[src/rtl/sched_pkg.sv]
// Shared types and default widths for the round-robin process scheduler.
// Optional SCHED_STATS_EN build adds per-slot dispatch counters in proc_scheduler.
package sched_pkg;

   localparam int ADDR_WIDTH_DEF = 5;
   localparam int PID_BITS_DEF   = 3;

   typedef enum logic [1:0] {
      SLOT_FREE,
      SLOT_READY,
      SLOT_HALTED
   } slot_state_t;

   typedef enum logic [2:0] {
      ST_IDLE,
      ST_SAVE,
      ST_SEARCH,
      ST_DISPATCH,
      ST_NONE
   } sched_state_t;

endpackage

[src/rtl/sched_rr_scan.sv]
// Round-robin scan index: walks start_idx+1 .. start_idx, one slot per stepped cycle.
module sched_rr_scan #(
   parameter int PID_BITS = 3
) (
   input  logic                clk,
   input  logic                reset,
   input  logic [PID_BITS-1:0] start_idx,
   input  logic                step,
   input  logic                slot_ready,
   output logic                hit,
   output logic [PID_BITS-1:0] hit_idx,
   output logic                exhausted
);

   localparam logic [PID_BITS-1:0] ONE = {{(PID_BITS-1){1'b0}}, 1'b1};

   logic [PID_BITS-1:0] cnt_q, cnt_d;

   // The offset wraps naturally, so the last probe lands back on start_idx itself.
   assign hit_idx   = start_idx + ONE + cnt_q;
   assign hit       = step && slot_ready;
   assign exhausted = step && !slot_ready && (cnt_q == {PID_BITS{1'b1}});

   always_comb begin
      cnt_d = '0;
      if (step && !slot_ready && !exhausted) begin
         cnt_d = cnt_q + ONE;
      end
   end

   always_ff @(posedge clk or posedge reset) begin
      if (reset) begin
         cnt_q <= '0;
      end else begin
         cnt_q <= cnt_d;
      end
   end

endmodule

[src/rtl/proc_scheduler.sv]
// Round-robin process scheduler feeding the PC stage with context switches.
// Define SCHED_STATS_EN for per-slot saturating dispatch counters (stat_pid/stat_count).
module proc_scheduler
   import sched_pkg::*;
#(
   parameter int ADDR_WIDTH = ADDR_WIDTH_DEF,
   parameter int PID_BITS   = PID_BITS_DEF,
   localparam int DW        = 2**ADDR_WIDTH
) (
   input  logic                clk,
   input  logic                reset,
   input  logic                quantum,
   input  logic                halt,
   input  logic [DW-1:0]       cur_pc,
   input  logic                start,
   input  logic                create_valid,
   input  logic [PID_BITS-1:0] create_pid,
   input  logic [DW-1:0]       create_pc,
   input  logic [DW-1:0]       create_base,
   output logic                create_ready,
   output logic                dispatch,
   output logic [DW-1:0]       next_pc,
   output logic [DW-1:0]       next_base,
   output logic [PID_BITS-1:0] next_pid,
   output logic                running,
   output logic                none_ready
`ifdef SCHED_STATS_EN
   ,
   input  logic [PID_BITS-1:0] stat_pid,
   output logic [15:0]         stat_count
`endif
);

   localparam int NPROC = 2**PID_BITS;

   sched_state_t        state_q, state_d;
   logic [DW-1:0]       pc_q   [NPROC];
   logic [DW-1:0]       base_q [NPROC];
   slot_state_t         slot_q [NPROC];
   logic [PID_BITS-1:0] cur_pid_q;
   logic [PID_BITS-1:0] next_pid_q;
   logic [DW-1:0]       next_pc_q;
   logic [DW-1:0]       next_base_q;
   logic                running_q;
   logic                save_halt_q;

   logic                scan_step;
   logic                scan_ready;
   logic                scan_hit;
   logic                scan_exhausted;
   logic [PID_BITS-1:0] scan_idx;

   assign scan_step  = (state_q == ST_SEARCH);
   assign scan_ready = (slot_q[scan_idx] == SLOT_READY);

   sched_rr_scan #(.PID_BITS(PID_BITS)) u_scan (
      .clk        (clk),
      .reset      (reset),
      .start_idx  (cur_pid_q),
      .step       (scan_step),
      .slot_ready (scan_ready),
      .hit        (scan_hit),
      .hit_idx    (scan_idx),
      .exhausted  (scan_exhausted)
   );

   always_comb begin
      state_d = state_q;
      case (state_q)
         ST_IDLE: begin
            if (running_q && (halt || quantum)) begin
               state_d = ST_SAVE;
            end else if (!running_q && start) begin
               state_d = ST_SEARCH;
            end
         end
         ST_SAVE:     state_d = ST_SEARCH;
         ST_SEARCH: begin
            if (scan_hit) begin
               state_d = ST_DISPATCH;
            end else if (scan_exhausted) begin
               state_d = ST_NONE;
            end
         end
         ST_DISPATCH: state_d = ST_IDLE;
         ST_NONE:     state_d = ST_IDLE;
         default:     state_d = ST_IDLE;
      endcase
   end

   // Creates only land in IDLE and saves only in SAVE, so the table has one writer per cycle.
   always_ff @(posedge clk or posedge reset) begin
      if (reset) begin
         for (int i = 0; i < NPROC; i++) begin
            pc_q[i]   <= '0;
            base_q[i] <= '0;
            slot_q[i] <= SLOT_FREE;
         end
      end else begin
         if (state_q == ST_IDLE && create_valid) begin
            pc_q[create_pid]   <= create_pc;
            base_q[create_pid] <= create_base;
            slot_q[create_pid] <= SLOT_READY;
         end
         if (state_q == ST_SAVE) begin
            pc_q[cur_pid_q]   <= cur_pc;
            slot_q[cur_pid_q] <= save_halt_q ? SLOT_HALTED : SLOT_READY;
         end
      end
   end

   // next_* load on the scan hit so they are already valid during the dispatch pulse.
   always_ff @(posedge clk or posedge reset) begin
      if (reset) begin
         state_q     <= ST_IDLE;
         cur_pid_q   <= {PID_BITS{1'b1}};
         next_pid_q  <= '0;
         next_pc_q   <= '0;
         next_base_q <= '0;
         running_q   <= 1'b0;
         save_halt_q <= 1'b0;
      end else begin
         state_q <= state_d;
         if (state_q == ST_IDLE) begin
            save_halt_q <= halt;
         end
         if (scan_hit) begin
            next_pid_q  <= scan_idx;
            next_pc_q   <= pc_q[scan_idx];
            next_base_q <= base_q[scan_idx];
         end
         if (state_q == ST_SAVE) begin
            running_q <= 1'b0;
         end
         if (state_q == ST_DISPATCH) begin
            running_q <= 1'b1;
            cur_pid_q <= next_pid_q;
         end
      end
   end

   assign create_ready = (state_q == ST_IDLE);
   assign dispatch     = (state_q == ST_DISPATCH);
   assign none_ready   = (state_q == ST_NONE);
   assign running      = running_q;
   assign next_pid     = next_pid_q;
   assign next_pc      = next_pc_q;
   assign next_base    = next_base_q;

`ifdef SCHED_STATS_EN
   logic [15:0] stat_q [NPROC];

   always_ff @(posedge clk or posedge reset) begin
      if (reset) begin
         for (int i = 0; i < NPROC; i++) begin
            stat_q[i] <= '0;
         end
      end else begin
         if (state_q == ST_IDLE && create_valid) begin
            stat_q[create_pid] <= '0;
         end
         if (state_q == ST_DISPATCH && stat_q[next_pid_q] != 16'hFFFF) begin
            stat_q[next_pid_q] <= stat_q[next_pid_q] + 16'd1;
         end
      end
   end

   assign stat_count = stat_q[stat_pid];
`endif

endmodule

[config.mk]
export PLATFORM = sky130hd
export DESIGN_NAME = proc_scheduler
export DESIGN_NICKNAME = d
export VERILOG_FILES = /design/src/rtl/sched_pkg.sv /design/src/rtl/sched_rr_scan.sv /design/src/rtl/proc_scheduler.sv
export SDC_FILE = /design/constraint.sdc
export NUM_CORES = 1
export LEC_CHECK = 0
export ABC_AREA = 1
export BUFFER_PORTS_ARGS = -buffer_cell sky130_fd_sc_hd__buf_2
export CAP_MARGIN = 20
export CORE_MARGIN = 3
export CORE_UTILIZATION = 45
export CTS_CLUSTER_DIAMETER = 30
export DETAILED_ROUTE_END_ITERATION = 12
export GPL_ROUTABILITY_DRIVEN = 0
export GPL_TIMING_DRIVEN = 0
export PLACE_DENSITY = 0.73
export SYNTH_ARGS = -nofsm -noshare
export SYNTH_HDL_FRONTEND = slang
export SYNTH_SLANG_ARGS = --single-unit
[constraint.sdc]
create_clock -name clk -period 32.9 [get_ports clk]
set_clock_uncertainty 0.1 [all_clocks]
set_input_delay 0 -clock clk [delete_from_list [all_inputs] [get_ports clk]]
set_output_delay 0 -clock clk [all_outputs]
set_load 0.02 [all_outputs]
==> metrics.txt <==
outcome=finished, final reports clean; cts hold-fix bufs=149; Clock Latency Late Sink=around 0.7 ns; synth warn=0; routed vias/inst=about 6.1; # resized after CTS=0; Distinct cells, synth=28; crit path from=cur_pid_q[0]; met1 wire length=between 40 and 50 mm; arrival time worst endpoint=around 4.9 ns; final setup violating endpoints=0; reg2reg start=cur_pid_q[0]; clock sink count=a little over 600; CP peak stage delay=between 0.5 and 0.6 ns; reg2reg setup slack=between 20 and 30 ns; WHS Path Cells=4; Port Buffers=~180; drt pass-1 iters=9; average wire per standard cell=23.0 microns; actual slew at the worst max-slew pin=0.943 ns; final worst path period need=between 4 and 5 ns; Pwr per Cell Area=122 nW/um^2; synthesized flop and latch total=roughly 610; layout cell share with drive strength beyond 1=12.0%; Slew HR=37.1%; max-slew violations=0; Via Count=29.5k; Max Clk Rate=228 MHz; instance count of the mapped netlist=approximately 3.4k; metal2 WL=roughly 48 mm; H-tree levels=3; worst vdd ir=0.0618 mV; cell area after layout=36400 sq um; Final nets=3967; DRT antenna net count=0; reg2reg end=state_q[1]; Hold Fails Final Rpt=0; TNS Setup=0 ns; DR top layer=met5; GRT Overall Usage=between 30% and 40%; post-CTS setup buffer count=0; sequential share of the synthesized area=between 50% and 60%; first-pass GRT wire length=approximately 170 mm; r2r worst-path depth=15; clock slew at reported path FFs=around 0.050 ns; crit path cell chain=inv_1, ha_1, fa_1, buf_2, inv_1, a21oi_1, nand3_1, nand3_1, nand3_1, buf_16, buf_2, nand2_1, nand3_1, dlygate4sd3_1, nand2_1; Iter 0 DRT Violations=4200; Min-Delay Startpoint=create_base[23]; I/O pins=176; row count=between 90 and 100; CTS max path bufs=3; initial antenna violation count=10; residual DRC count=0; worst hold slack=0.0211 ns; RSZ-0062 raised after global routing=false; vias in the first global route=between 20k and 30k; largest net degree at the start of global routing=between 100 and 150; wire length on met3=14.5 mm; die area=66200 sq um; total CTS buffers=approximately 120; DP Wirelength=~74 mm; Max-Cap Viols=0; Pleak=between 15 and 20 nW; Max stage delay cell, worst path=dlygate4sd3_1; buffer type at the clock tree root=clkbuf_16; Total Wirelength=~110 mm; Hold Path Class=primary input to flip-flop; Layout area overhead=27.9%; CP max FO=11; CP Class=flip-flop to flip-flop; Initial Util=45.8%; Setup crit start kind=flip-flop; Crit path top cell by count=nand3_1; synthesized area=roughly 28000 sq um; Required @ worst endpoint=33.41 ns; Die Y=257 microns; syn avg cell area=8.34 sq um; Core Box Area=around 62000 sq um; Cell Area, Placed=slightly above 30000 sq um; Final Cycle Share=a little over an eighth; Die Wd=roughly 260 microns; CTS tree=done; Worst Hold Endpoint=base_q[87]; grt total ovfl=0; CP endpoint kind=flip-flop; syn_nets=around 3.5k
## where the power goes
group / leakage, nW / switching [mW] / total (mW) / internal, mW
logic: 6.54 / 1.24 / 1.83 / 0.583
clock network: 2.05 / 0.424 / 1.28 / 0.860
registers: 7.07 / 0.187 / 1.31 / 1.13
## stage by stage
step	power [mW]	setup WS, ns	cells	utilization (%)
after CTS	4.33	28.66	4797	58.5
after global routing	4.65	28.32	4802	58.6
after detailed placement	2.97	28.98	4426	49.3
after floorplan	2.36	15.84	3406	-
after global placement	2.93	9.07	4418	48.9
final	4.42	28.52	4806	58.6
## final cells by class
class | count | area [sq um]
fill | 5258 | 25700
sequential | 606 | 15200
multi-input combinational | 2255 | 11100
clock buffer | 147 | 3230
timing repair buffer | 332 | 2590
buffer | 291 | 1180
tap | 837 | 1050
clock inverter | 75 | 1040
inverter | 254 | 961
antenna | 9 | 22.5
## Yosys cell counts
master    instances  area, sq um
a21oi_1         198          991
a31o_2            1         8.76
buf_1            17         63.8
buf_2            66          330
buf_4             2         15.0
clkbuf_1        206          773
dfrtp_1         603        15100
dfstp_2           3         78.8
fa_1              1         20.0
ha_1              3         37.5
inv_1           251          942
inv_2             3         11.3
nand2_1         370         1390
nand2_2           1         6.26
nand3_1          46          230
nand4_1           1         6.26
nor2_1          335         1260
nor2_2            4         25.0
nor2_4            1         11.3
nor3_1          131          656
nor3_2            2         20.0
nor3_4            1         16.3
o211ai_1         95          713
o21ai_0         815         4080
o21ai_1           7         35.0
o221ai_1         32          280
o22ai_1         205         1280
o31ai_1           6         45.0
## cell usage in the layout, fill, tap and decap left out, types with 95 or more instances in the layout
cell           count
o21ai_0          815
dfrtp_1          603
nand2_1          370
nor2_1           335
inv_1            250
buf_2            241
clkbuf_1         219
o22ai_1          205
a21oi_1          198
dlygate4sd3_1    149
nor3_1           131
clkbuf_16        119
o211ai_1          95
## per-layer routing
layer | global-route usage (%) | vias up
met5 | 0 | -
met4 | 19.0 | 4
met3 | 9.88 | 440
met2 | 48.4 | 2220
met1 | 42.5 | 14169
li1 | - | 12705
## state kept, by name (all words and copies together) (netlist names)
signal	flops
u_scan.cnt_q	3
next_pc	32
base_q	256
running	1
save_halt_q	1
pc_q	256
next_base	32
slot_q	16
cur_pid_q	3
next_pid	3
state_q	3
## how the worst max path moves through the flow
stage	end	slack [ns]	cells after the start
2_1_floorplan	base_q[0]	15.84	1
3_3_place_gp	base_q[68]	9.07	2
3_5_place_dp	next_base[0]	28.98	14
4_1_cts	state_q[1]	28.66	15
5_1_grt	state_q[1]	28.32	15
6_report	state_q[1]	28.52	15
## cells by family after synthesis
group | count (synthesis) | share of synthesized area [%]
fa+ha+maj | 4 | 0.203
buf+inv | 545 | 7.52
compound gates | 1359 | 26.2
simple gates | 892 | 12.7
flops | 606 | 53.4
## worst max-delay path, delay by kind of cell (launching register included)
family / cells / cell delay, ns
adders and majority gates: 2 / 0.67
and+or+nand+nor: 6 / 1.11
buffers and inverters: 6 / 1.75
AOI/OAI and AO/OA: 1 / 0.13
DFF: 1 / 0.53
Note: power is estimated with default switching activity, not from simulation.
